$ cat src/rtl/div_pkg.sv
// Shared definitions for the divide controller: FSM state encoding,
// the default watchdog limit and a small state helper.
package div_pkg;

    localparam int DIV_MAX_LAT_DEFAULT = 64;

    localparam logic [2:0] ST_IDLE  = 3'd0;
    localparam logic [2:0] ST_RUN_Q = 3'd1;
    localparam logic [2:0] ST_GAP   = 3'd2;
    localparam logic [2:0] ST_RUN_R = 3'd3;
    localparam logic [2:0] ST_RESP  = 3'd4;

    // True in the two states where the divider is busy on our behalf
    function automatic logic is_running(input logic [2:0] st);
        return (st == ST_RUN_Q) || (st == ST_RUN_R);
    endfunction

endpackage

$ cat src/rtl/div_watchdog.sv
// Cycle watchdog for one divider pass: cleared when a pass starts,
// counts while the pass runs, flags expiry on its MAX_LAT-th cycle.
module div_watchdog
    import div_pkg::*;
#(
    parameter int MAX_LAT = DIV_MAX_LAT_DEFAULT
) (
    input  logic sys_clk,
    input  logic rst_n,
    input  logic clear,
    input  logic count_en,
    output logic expire
);

    localparam int CW = $clog2(MAX_LAT + 1);

    logic [CW-1:0] cnt;

    // Count the cycles spent in the current pass; a new pass restarts at zero
    always_ff @(posedge sys_clk or negedge rst_n) begin
        if (!rst_n) begin
            cnt <= '0;
        end else if (clear) begin
            cnt <= '0;
        end else if (count_en) begin
            cnt <= cnt + CW'(1);
        end
    end

    // The pass has used its whole budget once this is its last allowed cycle
    always_comb begin
        expire = count_en && (cnt == CW'(MAX_LAT - 1));
    end

endmodule

$ cat src/rtl/div_ctrl.sv
// Divide controller: sequences a shared divider twice per request
// (quotient, then remainder) and returns the pair as LO/HI.
// Optional feature macro: DIV_ZERO_FAST_EN -- a zero divisor skips the
// divider and answers immediately with LO = all ones, HI = dividend.
module div_ctrl
    import div_pkg::*;
#(
    parameter int DIV_MAX_LAT = DIV_MAX_LAT_DEFAULT
) (
    input  logic        sys_clk,
    input  logic        rst_n,
    input  logic        req_valid,
    input  logic        req_unsign,
    input  logic [31:0] req_dividend,
    input  logic [31:0] req_divisor,
    output logic        req_ready,
    input  logic        flush,
    output logic        div_enable,
    output logic        div_unsign,
    output logic        div_mod,
    output logic [31:0] div_dividend,
    output logic [31:0] div_divisor,
    input  logic [31:0] div_result,
    input  logic        div_done,
    output logic        resp_valid,
    output logic [31:0] resp_lo,
    output logic [31:0] resp_hi,
    output logic        stall,
    output logic        err_timeout
);

    logic [2:0] state;
    logic [2:0] state_nxt;
    logic       accept;
    logic       zero_fast;
    logic       timeout_hit;
    logic       wd_clear;
    logic       wd_count_en;
    logic       wd_expire;

`ifdef DIV_ZERO_FAST_EN
    assign zero_fast = (req_divisor == 32'd0);
`else
    assign zero_fast = 1'b0;
`endif

    assign accept      = (state == ST_IDLE) && req_valid && !flush;
    assign wd_count_en = is_running(state);
    assign wd_clear    = ((state_nxt == ST_RUN_Q) && (state != ST_RUN_Q)) ||
                         ((state_nxt == ST_RUN_R) && (state != ST_RUN_R));

    div_watchdog #(
        .MAX_LAT (DIV_MAX_LAT)
    ) u_watchdog (
        .sys_clk  (sys_clk),
        .rst_n    (rst_n),
        .clear    (wd_clear),
        .count_en (wd_count_en),
        .expire   (wd_expire)
    );

    // Next-state logic; flush overrides everything, done beats a same-cycle timeout
    always_comb begin
        state_nxt   = state;
        timeout_hit = 1'b0;
        if (flush) begin
            state_nxt = ST_IDLE;
        end else begin
            case (state)
                ST_IDLE: begin
                    if (req_valid) begin
                        state_nxt = zero_fast ? ST_RESP : ST_RUN_Q;
                    end
                end
                ST_RUN_Q: begin
                    if (div_done) begin
                        state_nxt = ST_GAP;
                    end else if (wd_expire) begin
                        state_nxt   = ST_IDLE;
                        timeout_hit = 1'b1;
                    end
                end
                ST_GAP: begin
                    state_nxt = ST_RUN_R;
                end
                ST_RUN_R: begin
                    if (div_done) begin
                        state_nxt = ST_RESP;
                    end else if (wd_expire) begin
                        state_nxt   = ST_IDLE;
                        timeout_hit = 1'b1;
                    end
                end
                ST_RESP: begin
                    state_nxt = ST_IDLE;
                end
                default: begin
                    state_nxt = ST_IDLE;
                end
            endcase
        end
    end

    // State register and the registered one-cycle timeout pulse
    always_ff @(posedge sys_clk or negedge rst_n) begin
        if (!rst_n) begin
            state       <= ST_IDLE;
            err_timeout <= 1'b0;
        end else begin
            state       <= state_nxt;
            err_timeout <= timeout_hit;
        end
    end

    // Latch the operands once at acceptance so the divider sees them steady
    always_ff @(posedge sys_clk or negedge rst_n) begin
        if (!rst_n) begin
            div_dividend <= '0;
            div_divisor  <= '0;
            div_unsign   <= 1'b0;
        end else if (accept) begin
            div_dividend <= req_dividend;
            div_divisor  <= req_divisor;
            div_unsign   <= req_unsign;
        end
    end

    // Capture quotient and remainder as each pass completes; held until overwritten
    always_ff @(posedge sys_clk or negedge rst_n) begin
        if (!rst_n) begin
            resp_lo <= '0;
            resp_hi <= '0;
        end else if (!flush) begin
            if (accept && zero_fast) begin
                resp_lo <= 32'hFFFF_FFFF;
                resp_hi <= req_dividend;
            end else if ((state == ST_RUN_Q) && div_done) begin
                resp_lo <= div_result;
            end else if ((state == ST_RUN_R) && div_done) begin
                resp_hi <= div_result;
            end
        end
    end

    assign req_ready  = (state == ST_IDLE);
    assign stall      = (state != ST_IDLE);
    assign div_enable = is_running(state);
    assign div_mod    = (state == ST_RUN_R);
    assign resp_valid = (state == ST_RESP) && !flush;

endmodule

$ cat config.mk
export PLATFORM = sky130hd
export DESIGN_NAME = div_ctrl
export DESIGN_NICKNAME = d
export VERILOG_FILES = /design/src/rtl/div_pkg.sv /design/src/rtl/div_watchdog.sv /design/src/rtl/div_ctrl.sv
export SDC_FILE = /design/constraint.sdc
export NUM_CORES = 1
export LEC_CHECK = 0
export ABC_AREA = 1
export ABC_CLOCK_PERIOD_IN_PS = 2200
export BUFFER_PORTS_ARGS = -buffer_cell sky130_fd_sc_hd__buf_2
export CAP_MARGIN = 15
export CORE_MARGIN = 5
export CORE_UTILIZATION = 53
export CTS_BUF_LIST = sky130_fd_sc_hd__clkbuf_4
export DETAILED_ROUTE_END_ITERATION = 6
export GPL_TIMING_DRIVEN = 0
export PLACE_DENSITY = 0.87
export SLEW_MARGIN = 10
export SYNTH_ARGS = -nofsm -noshare
export SYNTH_HDL_FRONTEND = slang
export SYNTH_SLANG_ARGS = --single-unit
$ cat constraint.sdc
create_clock -name sys_clk -period 2.2 [get_ports sys_clk]
set_input_delay 0.55 -clock sys_clk [delete_from_list [all_inputs] [get_ports sys_clk]]
set_output_delay 0.55 -clock sys_clk [all_outputs]
set_load 0.05 [all_outputs]
==> flow_metrics.env, run 1 <==
export IMPL_drt_iter0_drc=251
export IMPL_grt_max_degree=72
export IMPL_cts_path_max_buffers=2
export IMPL_diodes=0
export IMPL_p_int_uw=4830
export IMPL_start_kind="flop"
export IMPL_yosysTopAreaCellShare_pct=61.6
export IMPL_max_freq_ghz=0.483
export IMPL_cts_root_buf="clkbuf_4"
export IMPL_synthTopCellsByArea="dfrtp_1 (62%), nand2_1 (18%), o21ai_2 (6.3%)"
export IMPL_start_util_pct=54.8
export IMPL_clk_latency_ps=500
export IMPL_crit_family="flip-flops"
export IMPL_syn_to_final_growth_pct=30.2
export IMPL_worst_slew_pin_slew_ps=643
export IMPL_clkPwrFrac_pct=19.0
export IMPL_core_region_area_mm2=0.0104
export IMPL_clk_pin_slew_worst_paths_ps=120
export IMPL_layout_drive_gt1_share_pct=40.5
export IMPL_synth_cells=591
export IMPL_end_kind="output pin"
export IMPL_slowest_delay_ps=450
export IMPL_finalSetupViolCount=0
export IMPL_cp_required_ps=1650
export IMPL_htreeDepth=4
export IMPL_avgSynthCellArea_um2=9.62
export IMPL_switchingPower_uw=4260
export IMPL_irDropWorstVdd_v=0.000902
export IMPL_synth_ff_type="dfrtp_1"
export IMPL_syn_nets=694
export IMPL_yosysTopAreaCell="dfrtp_1"
export IMPL_ys_async_sr_fraction_pct=100
export IMPL_p_leak_uw=0.00433
export IMPL_crit_buf_inv=3
export IMPL_dp_hpwl_um=10700
export IMPL_combinationalPowerShare_pct=42.4
export IMPL_num_rows=37
export IMPL_via_per_inst=4.73
export IMPL_dpl_cell_area_mm2=0.00707
export IMPL_yosys_top_cells_count="nand2_1 (272), dfrtp_1 (140), inv_1 (41), o21ai_2 (41), o21ai_1 (23)"
export IMPL_r2r_end="div_dividend[17]"
export IMPL_arrival_ps=1520
export IMPL_dp_slack_ps=516
export IMPL_die_height_um=114
export IMPL_crit_top_cell="inv_2"
export IMPL_syn_area_mm2=0.00568
export IMPL_antenna_found_initial=0
export IMPL_place_gp_congestion=0.825
export IMPL_crit_path_max_fanout=5
export IMPL_hold_path_class="in2async"
export IMPL_die_area_mm2=0.0129
export IMPL_slew_headroom_pct=57.1
export IMPL_grt_pass1_vias=4688
export IMPL_slowest_stage="dfrtp_1"
export IMPL_regToRegSetupSlack_ps=610
export IMPL_cp_depth=5
export IMPL_cts_tree="done"
export IMPL_drc_errors=0
export IMPL_power_per_cell_area_mw_per_mm2=1230
export IMPL_clock_skew_ps=16.5
export IMPL_cap_violations=0
export IMPL_wl_per_cell_um=14.3
export IMPL_yosysMostFrequentCell="nand2_1"
export IMPL_num_vias=4717
export IMPL_p_seq_share_pct=38.6
export IMPL_path_cells="inv_2 > nor2_4 > nand2_4 > inv_2 > buf_6"
export IMPL_ys_ff_latch=140
export IMPL_grt_pass1_wl_um=23000
export IMPL_cts_buffers=17
export IMPL_track_usage_pct=22.4
export IMPL_die_w_um=114
export IMPL_report_final_slew_viol_count=0
export IMPL_routed_wl_um=14300
export IMPL_ios=237
export IMPL_switching_share_pct=46.9
export IMPL_status="finished, final reports clean"
export IMPL_hold_viol=0
export IMPL_final_antenna_net_count=0
export IMPL_overflow=0
export IMPL_io_buffers=236
export IMPL_firstDrtPassIters=4
export IMPL_cts_sinks=140
export IMPL_synth_seq_area_share_pct=61.6
export IMPL_r2r_start="state[1]"
export IMPL_nets=952
export IMPL_final_area_mm2=0.00740
export IMPL_ys_types=24
export IMPL_setup_ws_ps=128
export IMPL_tns_ps=0
export IMPL_critPathKind="reg2out"
export IMPL_min_period_ps=2070
export IMPL_synth_warnings=0
export IMPL_final_util_pct=71.4
export IMPL_fin_crit_sh_pct=94.2
export IMPL_synth_edf_count=0
export IMPL_r2r_cells=8
## cell type report
type | count | area, µm²
Buffer | 27 | 258
Multi-Input combinational cell | 379 | 1760
Inverter | 45 | 169
Clock inverter | 15 | 173
Tap cell | 136 | 170
Sequential cell | 140 | 3500
Timing Repair Buffer | 239 | 1240
Fill cell | 801 | 2970
Clock buffer | 17 | 128
## worst register-to-register path: cells and delay by family (launching register included)
kind | cells | cell delay (ps)
flops | 1 | 470
buf+inv | 2 | 390
simple gates | 6 | 610
## sequential cells by signal (all words and copies together), names as in the netlist
signal and count:
err_timeout 1, state 3, div_dividend 32, resp_lo 32, u_watchdog.cnt 7, div_unsign 1, resp_hi 32, div_divisor 32
## power by group through the flow
| stage | clock network (µW) | logic (µW) | registers [µW] |
|---|---|---|---|
| global route | 1880 | 4080 | 3590 |
| floorplan | 0 | 783 | 5610 |
| detailed placement | 0 | 3880 | 3540 |
| global placement | 0 | 3810 | 3530 |
| CTS | 1770 | 3880 | 3510 |
| finish | 1720 | 3860 | 3510 |
## cells by family after synthesis
logic type	after synthesis	share of synthesized area [%]
AO/OA/AOI/OAI	67	8.63
buffers and inverters	72	7.51
adder cells (fa/ha/maj)	1	0.220
flip-flops	140	61.6
XOR/XNOR	5	0.771
AND/OR/NAND/NOR	306	21.2
## per-stage QoR
step | cells | hold slack, ps | total power, µW
final | 998 | 36.1 | 9090
after CTS | 996 | 21.2 | 9160
after global placement | 963 | 457 | 7340
after global routing | 998 | 38.4 | 9560
after detailed placement | 964 | 460 | 7420
after floorplan | 591 | 254 | 6390
## routing by layer
layer	GRT usage, %	part of all wire, %	up-vias
met5	0	0	-
met4	6.89	1.4	0
met3	8.81	10	16
met2	36.7	49	177
met1	27.4	40	2195
li1	-	-	2329
## worst max path at each step
stage	slack, ps	end	startpoint
floorplan	240	resp_valid	state[1]
global placement	-1290	resp_hi[6]	rst_n
detailed placement	520	resp_valid	flush
CTS	4	div_mod	state[0]
global route	-20	resp_valid	state[1]
finish	130	div_mod	state[0]
## cells in the final DEF, fill, tap and decap left out, drive strengths merged
master / count
nand4: 2
clkbuf: 20
nor3: 2
o21ai: 64
inv: 47
xor2: 3
buf: 263
dfrtp: 140
nor2: 20
nor4: 1
clkinvlp: 4
nand3: 4
bufinv: 3
o22ai: 1
xnor2: 2
ha: 1
clkinv: 6
nand2: 277
a21oi: 2
## repair_timing
item,in CTS,in global routing
pin swaps,0,1
buffers inserted,0,2
endpoints found under the hold margin,0,0
resized for setup,1,4
setup endpoints to repair,1,4
hold buffers,0,0
Note: power is estimated with default switching activity, not from simulation.
==> run 2, diff against run 1 <==
--- a/config.mk
+++ b/config.mk
@@ -6,15 +6,15 @@
 export NUM_CORES = 1
 export LEC_CHECK = 0
 export ABC_AREA = 1
-export ABC_CLOCK_PERIOD_IN_PS = 2200
+export ABC_CLOCK_PERIOD_IN_PS = 2250
 export BUFFER_PORTS_ARGS = -buffer_cell sky130_fd_sc_hd__buf_2
 export CAP_MARGIN = 15
 export CORE_MARGIN = 5
-export CORE_UTILIZATION = 53
+export CORE_UTILIZATION = 50
 export CTS_BUF_LIST = sky130_fd_sc_hd__clkbuf_4
 export DETAILED_ROUTE_END_ITERATION = 6
 export GPL_TIMING_DRIVEN = 0
-export PLACE_DENSITY = 0.87
+export PLACE_DENSITY = 0.83
 export SLEW_MARGIN = 10
 export SYNTH_ARGS = -nofsm -noshare
 export SYNTH_HDL_FRONTEND = slang
==> constraint.sdc (replaced) <==
create_clock -name sys_clk -period 2.25 [get_ports sys_clk]
set_input_delay 0.5625 -clock sys_clk [delete_from_list [all_inputs] [get_ports sys_clk]]
set_output_delay 0.5625 -clock sys_clk [all_outputs]
set_load 0.05 [all_outputs]
==> run 2 against run 1 <==
Effect of this change: cell count increased by 0.90%; first-iteration DRC count increased by 0.80%; global-route usage decreased by 1.6 points; register-to-register slack improved by 60 ps; routed wire length about the same; count of clock-buffer cells in the layout grew 1; design area rose by 0.61%; non-clock buffer count up 3; clock power rose by 2%; critical path depth is 1 lower; worst hold slack improved by 170 ps.
==> flow_metrics.env, run 2 (synthesis results as in run 1) <==
export IMPL_final_cell_mix="nand2_1 (272), buf_2 (235), dfrtp_1 (140), inv_1 (41), o21ai_2 (41)"
export IMPL_cts_sinks=140
export IMPL_dp_hpwl_um=10600
export IMPL_clk_latency_ps=540
export IMPL_num_vias=4744
export IMPL_r2r_start="state[1]"
export IMPL_num_rows=39
export IMPL_layout_drive_gt1_share_pct=40.4
export IMPL_power_per_cell_area_mw_per_mm2=1200
export IMPL_worst_slew_pin_slew_ps=589
export IMPL_switchingPower_uw=4120
export IMPL_r2r_end="div_divisor[3]"
export IMPL_nets=955
export IMPL_crit_path_max_fanout=4
export IMPL_power_uw=8950
export IMPL_path_cells="nor2_1 > nand2_1 > inv_1 > buf_2"
export IMPL_crit_buf_inv=2
export IMPL_cap_violations=0
export IMPL_die_area_mm2=0.0136
export IMPL_routed_wl_um=14300
export IMPL_track_usage_pct=20.8
export IMPL_diodes=0
export IMPL_grt_pass1_vias=4427
export IMPL_firstDrtPassIters=4
export IMPL_grt_pass1_wl_um=21600
export IMPL_final_antenna_net_count=0
export IMPL_via_per_inst=4.71
export IMPL_cp_required_ps=1690
export IMPL_wl_per_cell_um=14.2
export IMPL_drc_errors=0
export IMPL_slowest_delay_ps=460
export IMPL_arrival_ps=1560
export IMPL_antenna_found_initial=0
export IMPL_start_kind="flop"
export IMPL_overflow=0
export IMPL_die_w_um=117
export IMPL_grt_max_degree=79
export IMPL_r2r_cells=8
export IMPL_min_from="req_dividend[1]"
export IMPL_max_freq_ghz=0.472
export IMPL_crit_family="flip-flops"
export IMPL_io_buffers=236
export IMPL_report_final_slew_viol_count=0
export IMPL_mostFrequentLayoutCell="nand2_1"
export IMPL_p_seq_share_pct=38.2
export IMPL_die_height_um=117
export IMPL_finalSetupViolCount=0
export IMPL_stdcell_count=1007
export IMPL_p_leak_uw=0.00436
export IMPL_combinationalPowerShare_pct=42.1
export IMPL_core_region_area_mm2=0.0113
export IMPL_cts_tree="done"
export IMPL_hold_path_class="in2reg"
export IMPL_critPathKind="reg2out"
export IMPL_syn_to_final_growth_pct=31.0
export IMPL_cts_buffers=17
export IMPL_tns_ps=0
export IMPL_hold_viol=0
export IMPL_min_period_ps=2120
export IMPL_place_inst=971
export IMPL_ios=237
export IMPL_status="finished, final reports clean"
export IMPL_dp_slack_ps=541
export IMPL_hold_path_end="div_dividend[1]"
export IMPL_clkPwrFrac_pct=19.6
export IMPL_end_kind="output pin"
export IMPL_clk_pin_slew_worst_paths_ps=120
export IMPL_slew_headroom_pct=60.7
export IMPL_irDropWorstVdd_v=0.000954
export IMPL_cts_root_buf="clkbuf_4"
export IMPL_start_util_pct=50.4
export IMPL_setup_ws_ps=130
export IMPL_htreeDepth=4
export IMPL_hold_path_depth=3
export IMPL_switching_share_pct=46.0
export IMPL_drt_iter0_drc=253
export IMPL_slowest_stage="dfrtp_1"
export IMPL_regToRegSetupSlack_ps=670
export IMPL_cts_path_max_buffers=2
export IMPL_p_int_uw=4840
export IMPL_place_gp_congestion=0.771
export IMPL_clock_skew_ps=24.8
export IMPL_fin_crit_sh_pct=94.2
[run 2: tightest hold or removal path, cell delays in order]
cell and delay, ps:
buf_2 70, nand2_1 40, nand2_1 40
[run 2: repair_timing]
action	4_1_cts	5_1_grt
setup endpoints to repair	1	3
gates resized for setup	1	5
hold buffers	1	0
buffers inserted	0	4
endpoints found under the hold margin	62	0
pin swaps	0	1
[run 2: final cells by class]
class,count,area [µm²]
timing repair buffer,242,1270
sequential,140,3500
inverter,45,171
clock buffer,18,135
clock inverter,13,173
tap,143,179
buffer,27,258
multi-input combinational,379,1760
fill,937,3830
[run 2: worst max path at each step]
stage | start | to | slack (ps) | cells past startpoint
floorplan | flush | resp_valid | 270 | 1
global placement | rst_n | resp_hi[18] | -1300 | 1
detailed placement | flush | resp_valid | 540 | 3
CTS | state[0] | div_mod | 0.08 | 5
global route | state[0] | div_mod | -10 | 5
finish | state[1] | req_ready | 130 | 4
[run 2: power by group through the flow]
stage	registers (µW)	logic, µW	clock network (µW)
finish	3420	3770	1760
floorplan	5490	765	0
CTS	3420	3800	1810
detailed placement	3460	3790	0
global route	3490	3990	1910
global placement	3450	3720	0
[run 2: routing by layer]
| metal | wire [µm] | vias up | GRT usage, % |
|---|---|---|---|
| li1 | - | 2352 | - |
| met1 | 5790 | 2226 | 26.4 |
| met2 | 7340 | 146 | 33.2 |
| met3 | 910 | 20 | 7.51 |
| met4 | 242 | 0 | 7.19 |
| met5 | 0 | - | 0 |
[run 2: through the flow]
| step | util [%] | hold WS (ps) | instance area [µm²] |
|---|---|---|---|
| finish | 66.1 | 211 | 7450 |
| global route | 66.1 | 128 | 7450 |
| CTS | 65.7 | 144 | 7400 |
| detailed placement | 62.8 | 459 | 7080 |
| global placement | 62.5 | 456 | 7050 |
| floorplan | - | 267 | 5690 |
==> run 3, diff against run 2 <==
--- a/config.mk
+++ b/config.mk
@@ -14,7 +14,7 @@
 export CTS_BUF_LIST = sky130_fd_sc_hd__clkbuf_4
 export DETAILED_ROUTE_END_ITERATION = 6
 export GPL_TIMING_DRIVEN = 0
-export PLACE_DENSITY = 0.83
+export PLACE_DENSITY = 0.9
 export SLEW_MARGIN = 10
 export SYNTH_ARGS = -nofsm -noshare
 export SYNTH_HDL_FRONTEND = slang
==> run 3 against run 2 <==
Effect of this change: design area is 1.3% lower; cell count about the same; flip-flop and latch count unchanged; via count is 0.97% higher; global-route usage down 0.067 points.
==> flow_metrics.env, run 3 (synthesis results as in run 1) <==
export IMPL_regArea_mm2=0.00350
export IMPL_p_seq_share_pct=40.0
export IMPL_critPathKind="reg2out"
export IMPL_irDropWorstVdd_v=0.000718
export IMPL_cts_hold_buf=0
export IMPL_drt_iter0_drc=279
export IMPL_drc_errors=0
export IMPL_crit_buf_inv=3
export IMPL_grt_pass1_wl_um=22000
export IMPL_cts_sinks=140
export IMPL_cp_depth=5
export IMPL_r2r_start="state[1]"
export IMPL_track_usage_pct=20.7
export IMPL_report_final_slew_viol_count=0
export IMPL_layout_drive_gt1_share_pct=40.7
export IMPL_die_w_um=117
export IMPL_grt_pass1_vias=4757
export IMPL_io_buffers=236
export IMPL_endpoint="div_mod"
export IMPL_routed_wl_um=14300
export IMPL_clk_latency_ps=500
export IMPL_via_per_inst=4.76
export IMPL_end_kind="output pin"
export IMPL_p_leak_uw=0.00430
export IMPL_mostFrequentLayoutCell="nand2_1"
export IMPL_clk_pin_slew_worst_paths_ps=120
export IMPL_cts_buffers=17
export IMPL_diodes=0
export IMPL_place_inst=971
export IMPL_antenna_found_initial=0
export IMPL_clock_skew_ps=12.5
export IMPL_final_util_pct=65.2
export IMPL_max_freq_ghz=0.473
export IMPL_htreeDepth=4
export IMPL_nets=953
export IMPL_n_fill_cell=891
export IMPL_hold_path_class="in2async"
export IMPL_syn_to_final_growth_pct=29.3
export IMPL_grt_max_degree=72
export IMPL_finalSetupViolCount=0
export IMPL_switching_share_pct=48.6
export IMPL_stdcell_count=1006
export IMPL_r2r_cells=8
export IMPL_arrival_ps=1550
export IMPL_crit_family="flip-flops"
export IMPL_switchingPower_uw=4170
export IMPL_status="finished, final reports clean"
export IMPL_final_antenna_net_count=0
export IMPL_p_int_uw=4420
export IMPL_tns_ps=0
export IMPL_multiInputGateArea_mm2=0.00176
export IMPL_hold_viol=0
export IMPL_firstDrtPassIters=4
export IMPL_core_region_area_mm2=0.0113
export IMPL_die_height_um=117
export IMPL_cts_root_buf="clkbuf_4"
export IMPL_slowest_stage="dfrtp_1"
export IMPL_num_rows=39
export IMPL_slowest_delay_ps=430
export IMPL_combinationalPowerShare_pct=43.9
export IMPL_place_gp_congestion=0.809
export IMPL_num_vias=4790
export IMPL_startpoint="state[0]"
export IMPL_path_cells="inv_2 > nor2_4 > nand2_4 > inv_2 > buf_6"
export IMPL_overflow=0
export IMPL_power_per_cell_area_mw_per_mm2=1170
export IMPL_dp_hpwl_um=10800
export IMPL_regToRegSetupSlack_ps=650
export IMPL_worst_slew_pin_slew_ps=636
export IMPL_cp_required_ps=1690
export IMPL_cap_violations=0
export IMPL_start_util_pct=50.4
export IMPL_cts_path_max_buffers=2
export IMPL_wl_per_cell_um=14.2
export IMPL_r2r_end="div_divisor[6]"
export IMPL_start_kind="flop"
export IMPL_crit_top_cell="inv_2"
export IMPL_ios=237
export IMPL_die_area_mm2=0.0136
export IMPL_min_period_ps=2110
export IMPL_crit_path_max_fanout=7
export IMPL_clkPwrFrac_pct=16.1
export IMPL_cts_tree="done"
export IMPL_final_cell_mix="nand2_1 (272), buf_2 (236), dfrtp_1 (140), inv_1 (41), o21ai_2 (41)"
export IMPL_fin_crit_sh_pct=93.9
export IMPL_slew_headroom_pct=57.6
==> run 3: cell types whose count changed in the layout (fill, tap and decap cells not counted), moves of 2 or more <==
cell,previous run,this run
clkinvlp_4,0,4
buf_4,10,8
clkinv_4,1,4
bufinv_16,4,0
clkinv_1,3,1
==> run 3: final cells by class <==
type,instances,share of cell area (%)
plain buffers,27,3.51
repair buffers,240,16.9
inverters,45,2.30
multi-input cells,379,23.9
flip-flops and latches,140,47.7
well taps,143,2.43
clock inverters,13,1.31
clock buffers,19,1.94
==> run 3: worst min path at each step <==
stage,startpoint,endpoint,cells past startpoint
after global routing,rst_n,div_divisor[1],1
after floorplan,rst_n,div_dividend[0],0
after global placement,div_divisor[5],div_divisor[5],2
after CTS,rst_n,div_divisor[24],1
final,rst_n,div_dividend[12],1
after detailed placement,div_divisor[5],div_divisor[5],2
==> run 3: stage by stage <==
step | setup slack [ps] | hold slack [ps] | cell area (µm²) | total power (µW)
2_1_floorplan | 273 | 267 | 5690 | 6250
3_3_place_gp | -1250 | 456 | 7050 | 7160
3_5_place_dp | 557 | 459 | 7080 | 7270
4_1_cts | 66.6 | 27.6 | 7320 | 8650
5_1_grt | -2.18 | 39.6 | 7350 | 9040
6_report | 136 | 37.1 | 7350 | 8590
==> run 3: timing repair <==
| action | 4_1_cts | 5_1_grt |
|---|---|---|
| buffers inserted | 0 | 3 |
| pin swaps | 0 | 1 |
| resized for setup | 1 | 1 |
| endpoints found under the setup margin | 1 | 1 |
==> run 3: power by group through the flow <==
stage	clock (µW)	sequential (µW)	combinational, µW
after CTS	1420	3440	3790
after detailed placement	0	3480	3790
final	1380	3440	3770
after global placement	0	3450	3710
after floorplan	0	5490	765
after global routing	1540	3510	3990
==> run 3: worst reg2reg max path, stage by stage (launching register included) <==
cell	delay, ps
dfrtp_1	460
nor2_1	140
nand2_1	110
nor2_2	120
nand2_1	120
buf_4	210
buf_4	180
nand2_1	70
nand2_1	70
==> run 3: per-layer routing <==
| layer | wire length (µm) | GRT usage, % |
|---|---|---|
| met4 | 187 | 6.88 |
| met1 | 5530 | 24.6 |
| met2 | 7010 | 35.3 |
| met3 | 1530 | 7.20 |
| met5 | 0 | 0 |
